==> config.mk <==
export PLATFORM = sky130hd
export DESIGN_NAME = alu_issue_ctrl_flat
export DESIGN_NICKNAME = d
export VERILOG_FILES = /design/src/rtl/alu_issue_ctrl_pkg.sv /design/src/rtl/alu_issue_ctrl_if.sv /design/src/rtl/alu_issue_ctrl_sync_fifo.sv /design/src/rtl/alu_issue_ctrl.sv /design/src/flat_wrapper.sv
export SDC_FILE = /design/constraint.sdc
export NUM_CORES = 1
export LEC_CHECK = 0
export CAP_MARGIN = 20
export CELL_PAD_IN_SITES_DETAIL_PLACEMENT = 1
export CELL_PAD_IN_SITES_GLOBAL_PLACEMENT = 1
export CORE_MARGIN = 1.5
export CORE_UTILIZATION = 43
export DETAILED_ROUTE_END_ITERATION = 8
export GPL_TIMING_DRIVEN = 0
export PLACE_DENSITY_LB_ADDON = 0.1
export SKIP_LAST_GASP = 1
export SLEW_MARGIN = 20
export SYNTH_ARGS = -nofsm -noshare
export SYNTH_HDL_FRONTEND = slang
export SYNTH_HIERARCHICAL = 1
export SYNTH_SLANG_ARGS = --single-unit
export TNS_END_PERCENT = 10
==> constraint.sdc <==
create_clock -name clock -period 4.5 [get_ports clock]
set_input_delay 0.675 -clock clock [delete_from_list [all_inputs] [get_ports clock]]
set_output_delay 0.675 -clock clock [all_outputs]
set_load 0.01 [all_outputs]
==> src/rtl/alu_issue_ctrl_pkg.sv <==
// rtl/alu_issue_ctrl_pkg.sv - opcode/funct3 constants, ALU op codes and decode helper
// Purpose: shared definitions for the procsn32 ALU issue controller.
//   Instruction layout {f7[31:25],rs2[24:20],rs1[19:15],f3[14:12],rd[11:7],op[6:0]}.
//   decode() maps (opcode, funct3) to an ALU op plus a legal flag.
package alu_issue_ctrl_pkg;

    localparam int OP_LSB  = 0;
    localparam int RD_LSB  = 7;
    localparam int F3_LSB  = 12;
    localparam int RS1_LSB = 15;
    localparam int RS2_LSB = 20;
    localparam int F7_LSB  = 25;

    localparam logic [6:0] OPC_ADDSUB = 7'h01;
    localparam logic [6:0] OPC_SHIFT  = 7'h03;
    localparam logic [6:0] OPC_CMP    = 7'h07;
    localparam logic [6:0] OPC_LOGIC  = 7'h0F;

    localparam logic [2:0] F3_ADD  = 3'd0;
    localparam logic [2:0] F3_SUB  = 3'd1;
    localparam logic [2:0] F3_SLL  = 3'd0;
    localparam logic [2:0] F3_SRL  = 3'd1;
    localparam logic [2:0] F3_SRA  = 3'd2;
    localparam logic [2:0] F3_SLT  = 3'd0;
    localparam logic [2:0] F3_SLTU = 3'd1;
    localparam logic [2:0] F3_XOR  = 3'd0;
    localparam logic [2:0] F3_OR   = 3'd1;
    localparam logic [2:0] F3_AND  = 3'd2;

    typedef enum logic [3:0] {
        ALU_ADD  = 4'd0,
        ALU_SUB  = 4'd1,
        ALU_SLL  = 4'd2,
        ALU_SRL  = 4'd3,
        ALU_SRA  = 4'd4,
        ALU_SLT  = 4'd5,
        ALU_SLTU = 4'd6,
        ALU_XOR  = 4'd7,
        ALU_OR   = 4'd8,
        ALU_AND  = 4'd9
    } alu_op_t;

    typedef struct packed {
        logic    legal;
        alu_op_t op;
    } dec_t;

    function automatic dec_t decode(input logic [6:0] opc, input logic [2:0] f3);
        dec_t d;
        d.legal = 1'b1;
        d.op    = ALU_ADD;
        case (opc)
            OPC_ADDSUB: case (f3)
                F3_ADD:  d.op = ALU_ADD;
                F3_SUB:  d.op = ALU_SUB;
                default: d.legal = 1'b0;
            endcase
            OPC_SHIFT: case (f3)
                F3_SLL:  d.op = ALU_SLL;
                F3_SRL:  d.op = ALU_SRL;
                F3_SRA:  d.op = ALU_SRA;
                default: d.legal = 1'b0;
            endcase
            OPC_CMP: case (f3)
                F3_SLT:  d.op = ALU_SLT;
                F3_SLTU: d.op = ALU_SLTU;
                default: d.legal = 1'b0;
            endcase
            OPC_LOGIC: case (f3)
                F3_XOR:  d.op = ALU_XOR;
                F3_OR:   d.op = ALU_OR;
                F3_AND:  d.op = ALU_AND;
                default: d.legal = 1'b0;
            endcase
            default: d.legal = 1'b0;
        endcase
        return d;
    endfunction

endpackage

==> src/rtl/alu_issue_ctrl_if.sv <==
// rtl/alu_issue_ctrl_if.sv - instruction intake, issue and write-back signal bundle
// Purpose: groups the instruction handshake, the issued ALU op and the write-back strobe.
//   master: instruction source / ALU + register-bank side (drives inst_valid, inst)
//   slave : the issue controller (drives inst_ready, iss_*, wb_*)
interface alu_issue_ctrl_if;
    import alu_issue_ctrl_pkg::*;

    logic        inst_valid;
    logic        inst_ready;
    logic [31:0] inst;
    logic        iss_valid;
    alu_op_t     iss_op;
    logic [4:0]  iss_rs1;
    logic [4:0]  iss_rs2;
    logic [4:0]  iss_rd;
    logic        wb_valid;
    logic [4:0]  wb_rd;

    modport master (
        output inst_valid, inst,
        input  inst_ready, iss_valid, iss_op, iss_rs1, iss_rs2, iss_rd, wb_valid, wb_rd
    );

    modport slave (
        input  inst_valid, inst,
        output inst_ready, iss_valid, iss_op, iss_rs1, iss_rs2, iss_rd, wb_valid, wb_rd
    );
endinterface

==> src/rtl/alu_issue_ctrl_sync_fifo.sv <==
// rtl/alu_issue_ctrl_sync_fifo.sv - synchronous instruction FIFO with registered head
// Purpose: DEPTH x WIDTH FIFO; rdata is the stored head entry, valid while !empty.
// Ports: clock, reset_n (async, active-low), flush (sync clear, beats push),
//   push/wdata (ignored when full, even with a same-cycle pop), pop (ignored when empty),
//   rdata, full, empty.
module alu_issue_ctrl_sync_fifo #(
    parameter int DEPTH = 4,
    parameter int WIDTH = 32
) (
    input  logic             clock,
    input  logic             reset_n,
    input  logic             flush,
    input  logic             push,
    input  logic             pop,
    input  logic [WIDTH-1:0] wdata,
    output logic [WIDTH-1:0] rdata,
    output logic             full,
    output logic             empty
);
    localparam int AW = $clog2(DEPTH);

    logic [WIDTH-1:0] mem [DEPTH];
    logic [AW-1:0]    wr_ptr, rd_ptr;
    logic [AW:0]      count;
    logic             do_push, do_pop;

    assign full    = (count == (AW+1)'(DEPTH));
    assign empty   = (count == '0);
    assign do_push = push && !full && !flush;
    assign do_pop  = pop && !empty && !flush;
    assign rdata   = mem[rd_ptr];

    always_ff @(posedge clock or negedge reset_n) begin
        if (!reset_n) begin
            wr_ptr <= '0;
            rd_ptr <= '0;
            count  <= '0;
        end else if (flush) begin
            wr_ptr <= '0;
            rd_ptr <= '0;
            count  <= '0;
        end else begin
            if (do_push) wr_ptr <= wr_ptr + AW'(1);
            if (do_pop)  rd_ptr <= rd_ptr + AW'(1);
            if (do_push && !do_pop)      count <= count + (AW+1)'(1);
            else if (!do_push && do_pop) count <= count - (AW+1)'(1);
        end
    end

    always_ff @(posedge clock) begin
        if (do_push) mem[wr_ptr] <= wdata;
    end
endmodule

==> src/rtl/alu_issue_ctrl.sv <==
// rtl/alu_issue_ctrl.sv - in-order ALU issue controller with register scoreboard
// Purpose: buffers instructions, decodes the head, issues it when rs1/rs2/rd have no
//   write-back in flight, tracks the ALU_LAT-deep pipe and drives the write-back strobe.
// Ports: clock, reset_n (async, active-low), flush (sync FIFO discard),
//   bus (slave: inst_valid/inst_ready/inst in, iss_* and wb_* out),
//   ill_pulse (illegal head dropped), busy, issued_cnt, stall_cnt.
module alu_issue_ctrl
    import alu_issue_ctrl_pkg::*;
#(
    parameter int DEPTH   = 4,
    parameter int ALU_LAT = 2,
    parameter int CNT_W   = 16
) (
    input  logic             clock,
    input  logic             reset_n,
    input  logic             flush,
    alu_issue_ctrl_if.slave  bus,
    output logic             ill_pulse,
    output logic             busy,
    output logic [CNT_W-1:0] issued_cnt,
    output logic [CNT_W-1:0] stall_cnt
);
    logic               fifo_full, fifo_empty, fifo_pop;
    logic [31:0]        head;
    dec_t               head_dec;
    logic [4:0]         head_rs1, head_rs2, head_rd;
    logic               hazard, iss_fire, stall;
    logic [31:0]        pend, pend_next;
    logic [ALU_LAT-1:0] pipe_v;
    logic [4:0]         pipe_rd [ALU_LAT];
    logic               wb_v;
    logic [4:0]         wb_r;
    logic               unused_f7;

    alu_issue_ctrl_sync_fifo #(.DEPTH(DEPTH), .WIDTH(32)) u_fifo (
        .clock   (clock),
        .reset_n (reset_n),
        .flush   (flush),
        .push    (bus.inst_valid),
        .pop     (fifo_pop),
        .wdata   (bus.inst),
        .rdata   (head),
        .full    (fifo_full),
        .empty   (fifo_empty)
    );

    assign head_dec  = decode(head[OP_LSB +: 7], head[F3_LSB +: 3]);
    assign head_rs1  = head[RS1_LSB +: 5];
    assign head_rs2  = head[RS2_LSB +: 5];
    assign head_rd   = head[RD_LSB +: 5];
    assign unused_f7 = ^head[F7_LSB +: 7];

    // pend[rd] is part of the hazard so write-backs to one register stay ordered.
    assign hazard    = pend[head_rs1] | pend[head_rs2] | pend[head_rd];
    assign iss_fire  = !fifo_empty && head_dec.legal && !hazard && !flush;
    assign stall     = !fifo_empty && head_dec.legal && hazard && !flush;
    assign ill_pulse = !fifo_empty && !head_dec.legal && !flush;
    assign fifo_pop  = iss_fire || ill_pulse;

    assign bus.inst_ready = !fifo_full;
    assign bus.iss_valid  = iss_fire;
    assign bus.iss_op     = iss_fire ? head_dec.op : ALU_ADD;
    assign bus.iss_rs1    = iss_fire ? head_rs1 : 5'd0;
    assign bus.iss_rs2    = iss_fire ? head_rs2 : 5'd0;
    assign bus.iss_rd     = iss_fire ? head_rd  : 5'd0;

    // pipe_rd only ever holds a non-zero index for a real issue, so wb_rd idles at 0.
    assign wb_v         = pipe_v[ALU_LAT-1] && (pipe_rd[ALU_LAT-1] != 5'd0);
    assign wb_r         = pipe_rd[ALU_LAT-1];
    assign bus.wb_valid = wb_v;
    assign bus.wb_rd    = wb_r;

    assign busy = !fifo_empty || (|pipe_v);

    // Clear from write-back first, then set from issue, so a same-cycle set wins.
    always_comb begin
        pend_next = pend;
        if (wb_v) pend_next[wb_r] = 1'b0;
        if (iss_fire && head_rd != 5'd0) pend_next[head_rd] = 1'b1;
        pend_next[0] = 1'b0;
    end

    always_ff @(posedge clock or negedge reset_n) begin
        if (!reset_n) begin
            pend       <= '0;
            pipe_v     <= '0;
            issued_cnt <= '0;
            stall_cnt  <= '0;
            for (int i = 0; i < ALU_LAT; i++) pipe_rd[i] <= 5'd0;
        end else begin
            pend       <= pend_next;
            pipe_v[0]  <= iss_fire;
            pipe_rd[0] <= iss_fire ? head_rd : 5'd0;
            for (int i = 1; i < ALU_LAT; i++) begin
                pipe_v[i]  <= pipe_v[i-1];
                pipe_rd[i] <= pipe_rd[i-1];
            end
            if (iss_fire) issued_cnt <= issued_cnt + CNT_W'(1);
            if (stall)    stall_cnt  <= stall_cnt + CNT_W'(1);
        end
    end
endmodule

==> src/flat_wrapper.sv <==
// flat-port wrapper written by rule: the top's interface ports become plain ports
module alu_issue_ctrl_flat import alu_issue_ctrl_pkg::*;
#(
    parameter int DEPTH   = 4,
    parameter int ALU_LAT = 2,
    parameter int CNT_W   = 16
)
  (clock, reset_n, flush, ill_pulse, busy, issued_cnt, stall_cnt, bus_inst_valid, bus_inst, bus_inst_ready, bus_iss_valid, bus_iss_op, bus_iss_rs1, bus_iss_rs2, bus_iss_rd, bus_wb_valid, bus_wb_rd);
  alu_issue_ctrl_if bus_i ();
  input  logic clock;
  input  logic reset_n;
  input  logic flush;
  output logic ill_pulse;
  output logic busy;
  output logic [CNT_W-1:0] issued_cnt;
  output logic [CNT_W-1:0] stall_cnt;
  input wire logic [$bits(bus_i.inst_valid)-1:0] bus_inst_valid;
  input wire logic [$bits(bus_i.inst)-1:0] bus_inst;
  output wire logic [$bits(bus_i.inst_ready)-1:0] bus_inst_ready;
  output wire logic [$bits(bus_i.iss_valid)-1:0] bus_iss_valid;
  output wire logic [$bits(bus_i.iss_op)-1:0] bus_iss_op;
  output wire logic [$bits(bus_i.iss_rs1)-1:0] bus_iss_rs1;
  output wire logic [$bits(bus_i.iss_rs2)-1:0] bus_iss_rs2;
  output wire logic [$bits(bus_i.iss_rd)-1:0] bus_iss_rd;
  output wire logic [$bits(bus_i.wb_valid)-1:0] bus_wb_valid;
  output wire logic [$bits(bus_i.wb_rd)-1:0] bus_wb_rd;
  assign bus_i.inst_valid = bus_inst_valid;
  assign bus_i.inst = bus_inst;
  assign bus_inst_ready = bus_i.inst_ready;
  assign bus_iss_valid = bus_i.iss_valid;
  assign bus_iss_op = bus_i.iss_op;
  assign bus_iss_rs1 = bus_i.iss_rs1;
  assign bus_iss_rs2 = bus_i.iss_rs2;
  assign bus_iss_rd = bus_i.iss_rd;
  assign bus_wb_valid = bus_i.wb_valid;
  assign bus_wb_rd = bus_i.wb_rd;
  alu_issue_ctrl #(.DEPTH(DEPTH), .ALU_LAT(ALU_LAT), .CNT_W(CNT_W)) u_core (.clock(clock), .reset_n(reset_n), .flush(flush), .bus(bus_i), .ill_pulse(ill_pulse), .busy(busy), .issued_cnt(issued_cnt), .stall_cnt(stall_cnt));
endmodule
==> results_dict.tcl, run 1 <==
set metrics [dict create \
    rr_worst_depth 18 \
    core_um2 19500 \
    cp-startpoint "u_core/u_fifo/rd_ptr[0]$_DFFE_PN0P_" \
    reg2reg_slack_ns 0.06 \
    hold_viol 0 \
    grt_pass1_wl_um 37100 \
    syn-cell-area_um2 8570 \
    setup_slack_ns -0.00169 \
    rsz0062_at_grt "true" \
    fin_worst_skew_ns 0.0212 \
    initial_core_util_pct 43.9 \
    wire_per_inst_um 23.2 \
    run_status "finished with violations" \
    drv_slew 0 \
    drt-total-wl_um 23800 \
    die-width_um 144 \
    fmax_mhz 222 \
    ys_warn_count 6 \
    via_per_inst 5.83 \
    path_clk_slew_ns 0.08 \
    std_cell_rows 51 \
    start_kind "flip-flop" \
    cts_buffers 17 \
    dr.pass1.iters 5 \
    dp_cells 973 \
    clk_latency_ns 0.44 \
    r2r_end "u_core/u_fifo/count[2]$_DFFE_PN0P_" \
    violations "negative setup slack" \
    crit_path_max_incr_delay_ns 0.60 \
    drv_cap 0 \
    grt_max_degree 46 \
    min_period_ns 4.50 \
    antenna_found_initial 0 \
    swShare_pct 31.5 \
    worstPathMaxFanout 8 \
    grt_overflow 0 \
    ctsHoldBuffers 0 \
    total_power_mw 4.77 \
    hold_class "input port to async pin" \
    post-route-period-util_pct 100 \
    cp-end-kind "output pin" \
    nets 792 \
    cp.arrival_ns 3.83 \
    critPathKind "flip-flop to output pin" \
    diodes 0 \
    final_antenna_net_count 0 \
    cp_slowest_cell "mux4_2" \
    drcViolationCount 0 \
    htreeDepth 4 \
    ir_drop_mv 0.300 \
    tritoncts "yes" \
    drtIter0Drc 364 \
    areaGrowthSynthToFinish_pct 26.2 \
    leakage_nw 4.02 \
    p_per_area_nw_per_um2 440 \
    routabilityCongestion 0.912 \
    dp_hpwl_um 15900 \
    internal_power_mw 3.26 \
    drive_above_1_share_pct 24.7 \
    power_frac_clock_pct 32.7 \
    seqPwrFrac_pct 39.1 \
    dieHeight_um 144 \
    grt_pass1_vias 6429 \
    cts_sinks 182 \
    grt_usage_pct 24.2 \
    final_cells 1027 \
    finalSetupViolCount 1 \
    die-area_um2 20800 \
    syn-num-nets 661 \
    crit_required_ns 3.83 \
    r2r_start "u_core/u_fifo/rd_ptr[0]$_DFFE_PN0P_" \
    p_switching_mw 1.50 \
    maxSlewHeadroom_pct 50.8 \
    vias 5986 \
    cts-root-buf "clkbuf_16" \
    pwr-share-comb_pct 28.3 \
    cts_buffer_depth 2 \
    syn_inst 618 \
    crit_chain "buf_6 -> buf_12 -> mux4_2 -> mux2_2 -> a221oi_2 -> nor4_2 -> nor4_2 -> and4b_2 -> buf_8 -> nand2_8 -> buf_12 -> nor4b_4 -> buf_2" \
    worst_pin_slew_ns 0.738 \
    portBuffers 89 \
    syn_avg_cell_area_um2 13.9 \
    ioPinCount 97 \
]
flip-flops by register name, summed over array words and instances (netlist names):
signal and cells:
u_core/u_fifo/mem 100, u_core/pend 31, u_core/issued_cnt 16, u_core/stall_cnt 16, u_core/bus.wb_rd 5, u_core/pipe_rd 5, u_core/u_fifo/count 3, u_core/pipe_v 2
u_core/u_fifo/rd_ptr 2, u_core/u_fifo/wr_ptr 2
critical path, delay by kind of cell (launching register included):
| family | cells | cell delay [ns] |
|---|---|---|
| mux | 2 | 0.93 |
| simple gates | 5 | 1.02 |
| compound gates | 1 | 0.35 |
| buf+inv | 5 | 0.73 |
| flops | 1 | 0.35 |
layout make-up:
| class | count | area, um^2 |
|---|---|---|
| multi-input cells | 384 | 3360 |
| fillers | 1935 | 8710 |
| clock buffers | 17 | 425 |
| clock inverters | 15 | 194 |
| flip-flops and latches | 182 | 5050 |
| plain buffers | 40 | 325 |
| repair buffers | 114 | 1090 |
| well taps | 265 | 332 |
| inverters | 10 | 41.3 |
what timing repair did:
action,4_1_cts,5_1_grt
pin swaps,3,6
gates cloned,1,0
buffers inserted,17,6
gates resized for setup,64,31
setup endpoints to repair,25,23
placed cells by master, fill, tap and decap left out, types with 9 or more instances in the layout:
| cell type | instances |
|---|---|
| nor2_1 | 23 |
| xor2_1 | 17 |
| inv_1 | 9 |
| buf_2 | 9 |
| nand2_1 | 20 |
| mux4_2 | 37 |
| o21ai_0 | 53 |
| and3_1 | 26 |
| mux2_2 | 11 |
| clkbuf_16 | 17 |
| buf_4 | 31 |
| nor3_1 | 11 |
| nand3_1 | 19 |
| nand3b_1 | 11 |
| edfxtp_1 | 100 |
| clkdlybuf4s50_1 | 68 |
| xnor2_1 | 18 |
| nand2b_1 | 9 |
| mux2i_1 | 14 |
| dfrtp_1 | 82 |
power by group through the flow:
stage | Clock (mW) | Combinational (mW) | Sequential [mW]
final | 1.56 | 1.35 | 1.86
after global routing | 1.64 | 1.44 | 1.87
after CTS | 1.60 | 1.28 | 1.86
after detailed placement | 0 | 1.12 | 1.90
after global placement | 0 | 1.08 | 1.89
after floorplan | 0 | 0.779 | 1.89
metrics by stage:
stage | cell area [um^2] | setup WS [ns] | hold WS [ns] | TNS (ns) | utilization [%]
2_1_floorplan | 8570 | 0.134 | 0.331 | 0 | -
3_3_place_gp | 9790 | -0.777 | 0.332 | -27.85 | 50.2
3_5_place_dp | 9820 | -0.943 | 0.337 | -9.94 | 50.3
4_1_cts | 10700 | -0.0728 | 0.210 | -0.827 | 54.9
5_1_grt | 10800 | -0.109 | 0.239 | -1.55 | 55.4
6_report | 10800 | -0.00169 | 0.205 | -0.00169 | 55.4
how the worst max path moves through the flow:
stage / slack (ns) / cells past startpoint / endpoint
after CTS: -0.07 / 13 / bus_iss_rd[0]
after detailed placement: -0.94 / 20 / u_core/u_fifo/count[2]$_DFFE_PN0P_
after floorplan: 0.13 / 20 / u_core/u_fifo/count[2]$_DFFE_PN0P_
after global placement: -0.78 / 20 / u_core/u_fifo/count[2]$_DFFE_PN0P_
final: -0.002 / 13 / bus_iss_op[1]
after global routing: -0.11 / 14 / bus_iss_op[1]
per-layer routing:
layer  track usage [%]  share of wire (%)  vias to the layer above
li1                  -                  -                     2629
met1              30.6                 42                     3148
met2              41.8                 51                      169
met3              5.03                5.0                       40
met4              7.44                1.9                        0
met5                 0                  0                        -
Note: power is estimated with default switching activity, not from simulation.
==> run 2: changes to the inputs <==
--- a/config.mk
+++ b/config.mk
@@ -12,7 +12,9 @@
 export CORE_UTILIZATION = 43
 export DETAILED_ROUTE_END_ITERATION = 8
 export GPL_TIMING_DRIVEN = 0
+export MAX_ROUTING_LAYER = met4
 export PLACE_DENSITY_LB_ADDON = 0.1
+export SETUP_SLACK_MARGIN = 0.1
 export SKIP_LAST_GASP = 1
 export SLEW_MARGIN = 20
 export SYNTH_ARGS = -nofsm -noshare
==> results_dict.tcl, run 2 (synthesized netlist as in run 1, its figures left out) <==
set metrics [dict create \
    run_status "finished with violations" \
    violations "negative setup slack" \
    pre_cts_slack_ns -0.845 \
    drcViolationCount 0 \
    ioPinCount 97 \
    worstPathMaxFanout 8 \
    regMostFlops "u_core/u_fifo/mem" \
    reg2reg_slack_ns 0.01 \
    final_common_cell "edfxtp_1" \
    seqPwrFrac_pct 38.4 \
    fin_worst_skew_ns 0.0220 \
    crit_required_ns 3.83 \
    wire_per_inst_um 22.8 \
    min_period_ns 4.50 \
    leakage_nw 4.17 \
    drtIter0Drc 467 \
    clk_latency_ns 0.46 \
    maxSlewHeadroom_pct 48.1 \
    p_per_area_nw_per_um2 437 \
    cts_buffers 17 \
    post-route-period-util_pct 100 \
    nets 817 \
    cp.arrival_ns 3.83 \
    grt_pass1_wl_um 36900 \
    final_util_pct 56.8 \
    die-width_um 144 \
    critPathTopFamily "buffers and inverters" \
    critPathKind "flip-flop to output pin" \
    path_clk_slew_ns 0.09 \
    tritoncts "yes" \
    crit_path_max_incr_delay_ns 0.58 \
    power_frac_clock_pct 31.4 \
    r2r_end "u_core/u_fifo/count[2]$_DFFE_PN0P_" \
    cp-end-kind "output pin" \
    drv_cap 0 \
    rsz0062_at_grt "true" \
    path_buf_inv 8 \
    ir_drop_mv 0.277 \
    rr_worst_depth 20 \
    finalSetupViolCount 1 \
    r2r_start "u_core/u_fifo/rd_ptr[0]$_DFFE_PN0P_" \
    cp_common_cell "buf_8" \
    drt-total-wl_um 24100 \
    holdWs_ns 0.158 \
    areaGrowthSynthToFinish_pct 29.5 \
    cp_slowest_cell "mux4_2" \
    via_per_inst 5.73 \
    final_cell_mix "100 x edfxtp_1, 82 x dfrtp_1, 68 x clkdlybuf4s50_1" \
    setup_slack_ns -0.00147 \
    fmax_mhz 222 \
    grt_usage_pct 25.0 \
    grt_overflow 0 \
    core_um2 19500 \
    pwr-share-comb_pct 30.2 \
    cts_sinks 182 \
    internal_power_mw 3.31 \
    antenna_found_initial 0 \
    cts-root-buf "clkbuf_16" \
    drv_slew 0 \
    grt_pass1_vias 6336 \
    dieHeight_um 144 \
    routabilityCongestion 0.936 \
    largest_reg_flops 100 \
    total_power_mw 4.86 \
    portBuffers 89 \
    std_cell_rows 51 \
    biggestRegsByFlops "u_core/u_fifo/mem: 100 flops, u_core/pend: 31 flops" \
    final_antenna_net_count 0 \
    dr.pass1.iters 5 \
    start_kind "flip-flop" \
    p_switching_mw 1.55 \
    dp_hpwl_um 15700 \
    grt_max_degree 54 \
    cts_buffer_depth 2 \
    postLayoutCellArea_um2 11100 \
    hold_class "input port to async pin" \
    crit_chain "buf_6 -> buf_12 -> mux4_2 -> buf_8 -> buf_4 -> mux4_2 -> mux2i_1 -> o221ai_1 -> and4b_2 -> buf_8 -> buf_6 -> buf_8 -> and3_4 -> clkdlybuf4s15_2" \
    dp_cells 973 \
    tns_ns -0.00147 \
    initial_core_util_pct 43.9 \
    hold_viol 0 \
    die-area_um2 20800 \
    vias 6035 \
    drive_above_1_share_pct 28.5 \
    final_cells 1053 \
    post_dp_cell_area_um2 9820 \
    swShare_pct 31.8 \
    worst_pin_slew_ns 0.778 \
    htreeDepth 4 \
]
run 2: cell count changes in the layout (fill, tap and decap cells not counted), sizes merged:
cell           delta
diode             +1
clkinvlp          -2
bufbuf            +1
bufinv            -1
clkinv            -1
inv               +3
clkdlybuf4s15     -2
buf              +24
clkbuf            +5
dlygate4sd2       -2
run 2: final cells by class:
type	instances	area [um^2]
multi-input cells	384	3410
clock buffers	18	429
well taps	265	332
flip-flops and latches	182	5050
inverters	10	45.0
clock inverters	14	163
plain buffers	41	372
repair buffers	138	1290
fillers	1952	8430
diodes	1	2.50
run 2: repair_timing:
item,in CTS,in global routing
resized for setup,86,39
pin swaps,14,13
setup endpoints to repair,23,22
cloned,1,1
setup buffers,25,21
hold buffers,0,0
run 2: per-layer routing:
metal	part of all wire (%)	GRT usage (%)	wire length, um
met1	43	30.8	10300
met4	1.9	7.92	456
met2	51	41.7	12200
met5	0	-	0
met3	4.7	4.77	1120
run 2: power by group through the flow:
stage | Clock (mW) | Combinational, mW | Sequential (mW)
global placement | 0 | 1.09 | 1.89
detailed placement | 0 | 1.12 | 1.90
global route | 1.61 | 1.56 | 1.87
finish | 1.52 | 1.47 | 1.86
floorplan | 0 | 0.779 | 1.89
CTS | 1.55 | 1.38 | 1.86
run 2: worst max-delay path by stage:
stage | from | end | slack, ns | cells past startpoint
5_1_grt | u_core/u_fifo/rd_ptr[0]$_DFFE_PN0P_ | u_core/u_fifo/count[2]$_DFFE_PN0P_ | -0.09 | 21
3_3_place_gp | u_core/u_fifo/rd_ptr[0]$_DFFE_PN0P_ | u_core/u_fifo/count[2]$_DFFE_PN0P_ | -0.66 | 20
3_5_place_dp | u_core/u_fifo/rd_ptr[1]$_DFFE_PN0P_ | u_core/u_fifo/count[2]$_DFFE_PN0P_ | -0.85 | 20
6_report | u_core/u_fifo/rd_ptr[0]$_DFFE_PN0P_ | bus_iss_rs2[4] | -0.001 | 14
2_1_floorplan | u_core/u_fifo/rd_ptr[0]$_DFFE_PN0P_ | u_core/u_fifo/count[2]$_DFFE_PN0P_ | 0.13 | 20
4_1_cts | u_core/u_fifo/rd_ptr[0]$_DFFE_PN0P_ | bus_iss_rs1[4] | -0.05 | 14
==> run 3: changes to the inputs <==
--- a/config.mk
+++ b/config.mk
@@ -8,6 +8,7 @@
 export CAP_MARGIN = 20
 export CELL_PAD_IN_SITES_DETAIL_PLACEMENT = 1
 export CELL_PAD_IN_SITES_GLOBAL_PLACEMENT = 1
+export CORE_ASPECT_RATIO = 0.5
 export CORE_MARGIN = 1.5
 export CORE_UTILIZATION = 43
 export DETAILED_ROUTE_END_ITERATION = 8
==> results_dict.tcl, run 3 (synthesized netlist as in run 1, its figures left out) <==
set metrics [dict create \
    leakage_nw 4.12 \
    critPathKind "flip-flop to flip-flop" \
    drv_cap 0 \
    cts_buffers 17 \
    nets 808 \
    holdWs_ns 0.232 \
    worstPathMaxFanout 7 \
    total_power_mw 4.83 \
    fmax_mhz 221 \
    htreeDepth 4 \
    cts-root-buf "clkbuf_16" \
    dp_hpwl_um 15300 \
    path_clk_slew_ns 0.07 \
    ir_drop_mv 0.308 \
    biggestRegsByFlops "u_core/u_fifo/mem: 100 flops, u_core/pend: 31 flops" \
    drt-total-wl_um 23500 \
    final_antenna_net_count 0 \
    ioPinCount 97 \
    drtIter0Drc 406 \
    diodes 0 \
    grt_overflow 0 \
    hold_class "input port to async pin" \
    busiest_layer "met2" \
    met2_usage_pct 36.5 \
    hold_viol 0 \
    fin_worst_skew_ns 0.0118 \
    drive_above_1_share_pct 27.2 \
    die-area_um2 20800 \
    grt_pass1_vias 6074 \
    start_kind "flip-flop" \
    grt_pass1_wl_um 36600 \
    grt_max_degree 46 \
    min_period_ns 4.52 \
    cts_buffer_depth 2 \
    setup_slack_ns -0.0180 \
    worst_pin_slew_ns 0.708 \
    vias 5971 \
    maxSlewHeadroom_pct 52.8 \
    tritoncts "yes" \
    p_per_area_nw_per_um2 439 \
    cp-end-kind "flip-flop" \
    pre_cts_slack_ns -0.848 \
    post-route-period-util_pct 100 \
    dieHeight_um 103 \
    dr.pass1.iters 5 \
    std_cell_rows 36 \
    clk_latency_ns 0.45 \
    postLayoutCellArea_um2 11000 \
    met1_usage_pct 34.4 \
    cp.arrival_ns 4.83 \
    routabilityCongestion 0.900 \
    finalSetupViolCount 1 \
    crit_required_ns 4.82 \
    final_common_cell "edfxtp_1" \
    post_dp_cell_area_um2 9820 \
    regMostFlops "u_core/u_fifo/mem" \
    initial_core_util_pct 44.0 \
    wire_per_inst_um 22.5 \
    areaGrowthSynthToFinish_pct 28.3 \
    ctsHoldBuffers 0 \
    cts_sinks 182 \
    rsz0062_at_grt "true" \
    grt_util_met3_pct 5.50 \
    drcViolationCount 0 \
    portBuffers 89 \
    run_status "finished with violations" \
    grt_usage_pct 24.8 \
    core_um2 19500 \
    violations "negative setup slack" \
    tns_ns -0.0180 \
    largest_reg_flops 100 \
    drv_slew 0 \
    die-width_um 203 \
    final_cell_mix "100 x edfxtp_1, 82 x dfrtp_1, 68 x clkdlybuf4s50_1" \
    via_per_inst 5.72 \
    fillers 1944 \
    antenna_found_initial 0 \
]
## run 3: changes by cell type in the layout (fill, tap and decap cells not counted), sizes merged
cell,previous run,this run
clkdlybuf4s15,5,4
bufbuf,1,0
clkbuf,38,30
buf,79,73
diode,1,0
clkinv,3,7
dlygate4sd2,6,13
bufinv,0,2
inv,21,12
clkinvlp,0,3
## run 3: path summary, 6_finish.rpt
path	startpoint	end	slack (ns)	cells after the start
setup reg to reg	u_core/u_fifo/rd_ptr[0]$_DFFE_PN0P_	u_core/u_fifo/count[2]$_DFFE_PN0P_	-0.02	21
hold reg to reg	u_core/pipe_rd[7]$_DFF_PN0_	u_core/bus.wb_rd[2]$_DFF_PN0_	0.35	0
max in group asynchronous	reset_n	u_core/pend[30]$_DFF_PN0_	3.62	2
setup / recovery	u_core/u_fifo/rd_ptr[0]$_DFFE_PN0P_	u_core/u_fifo/count[2]$_DFFE_PN0P_	-0.02	21
min in group clock	u_core/pipe_rd[7]$_DFF_PN0_	u_core/bus.wb_rd[2]$_DFF_PN0_	0.35	0
hold / removal	reset_n	u_core/stall_cnt[9]$_DFFE_PN0P_	0.23	1
## run 3: final cells by class
cell class	count	area [um^2]	area share [%]
clock buffers	18	429	3.90
repair buffers	129	1190	10.8
multi-input cells	384	3430	31.2
clock inverters	14	153	1.39
flip-flops and latches	182	5050	46.0
plain buffers	41	372	3.38
well taps	266	333	3.03
inverters	10	41.3	0.375
## run 3: per-stage QoR
stage / instances / util, %
3_3_place_gp: 973 / 50.2
6_report: 1044 / 56.4
2_1_floorplan: 618 / -
5_1_grt: 1044 / 56.4
4_1_cts: 1037 / 55.8
3_5_place_dp: 974 / 50.3
## run 3: layer usage
metal	routed length, um	share of wire (%)
met5	0	0
met4	392	1.7
met3	1340	5.7
met2	10400	44
met1	11400	48
## run 3: repair_timing
item / CTS / global route
buffers inserted: 32 / 7
endpoints found under the setup margin: 25 / 23
resized for setup: 92 / 17
pin swaps: 15 / 8
## run 3: where the power goes
group          switching [mW]  internal [mW]
clock                   0.678          0.823
combinational           0.752          0.712
sequential             0.0331           1.83
## run 3: worst max-delay path, stage by stage, from the launching register on
cell and delay (ns):
dfrtp_1 0.35, buf_6 0.14, buf_12 0.13, mux4_2 0.56, buf_6 0.16, mux4_2 0.43
nor2b_2 0.14, nor4_2 0.06, nor4_2 0.28, and4b_2 0.32, buf_8 0.14, nand2_8 0.08
clkinvlp_4 0.13, or2_4 0.12, buf_6 0.10, o21a_4 0.14, nor4_4 0.04, fa_2 0.41
buf_4 0.16, nor2_1 0.10, mux2i_1 0.08, o311a_1 0.30
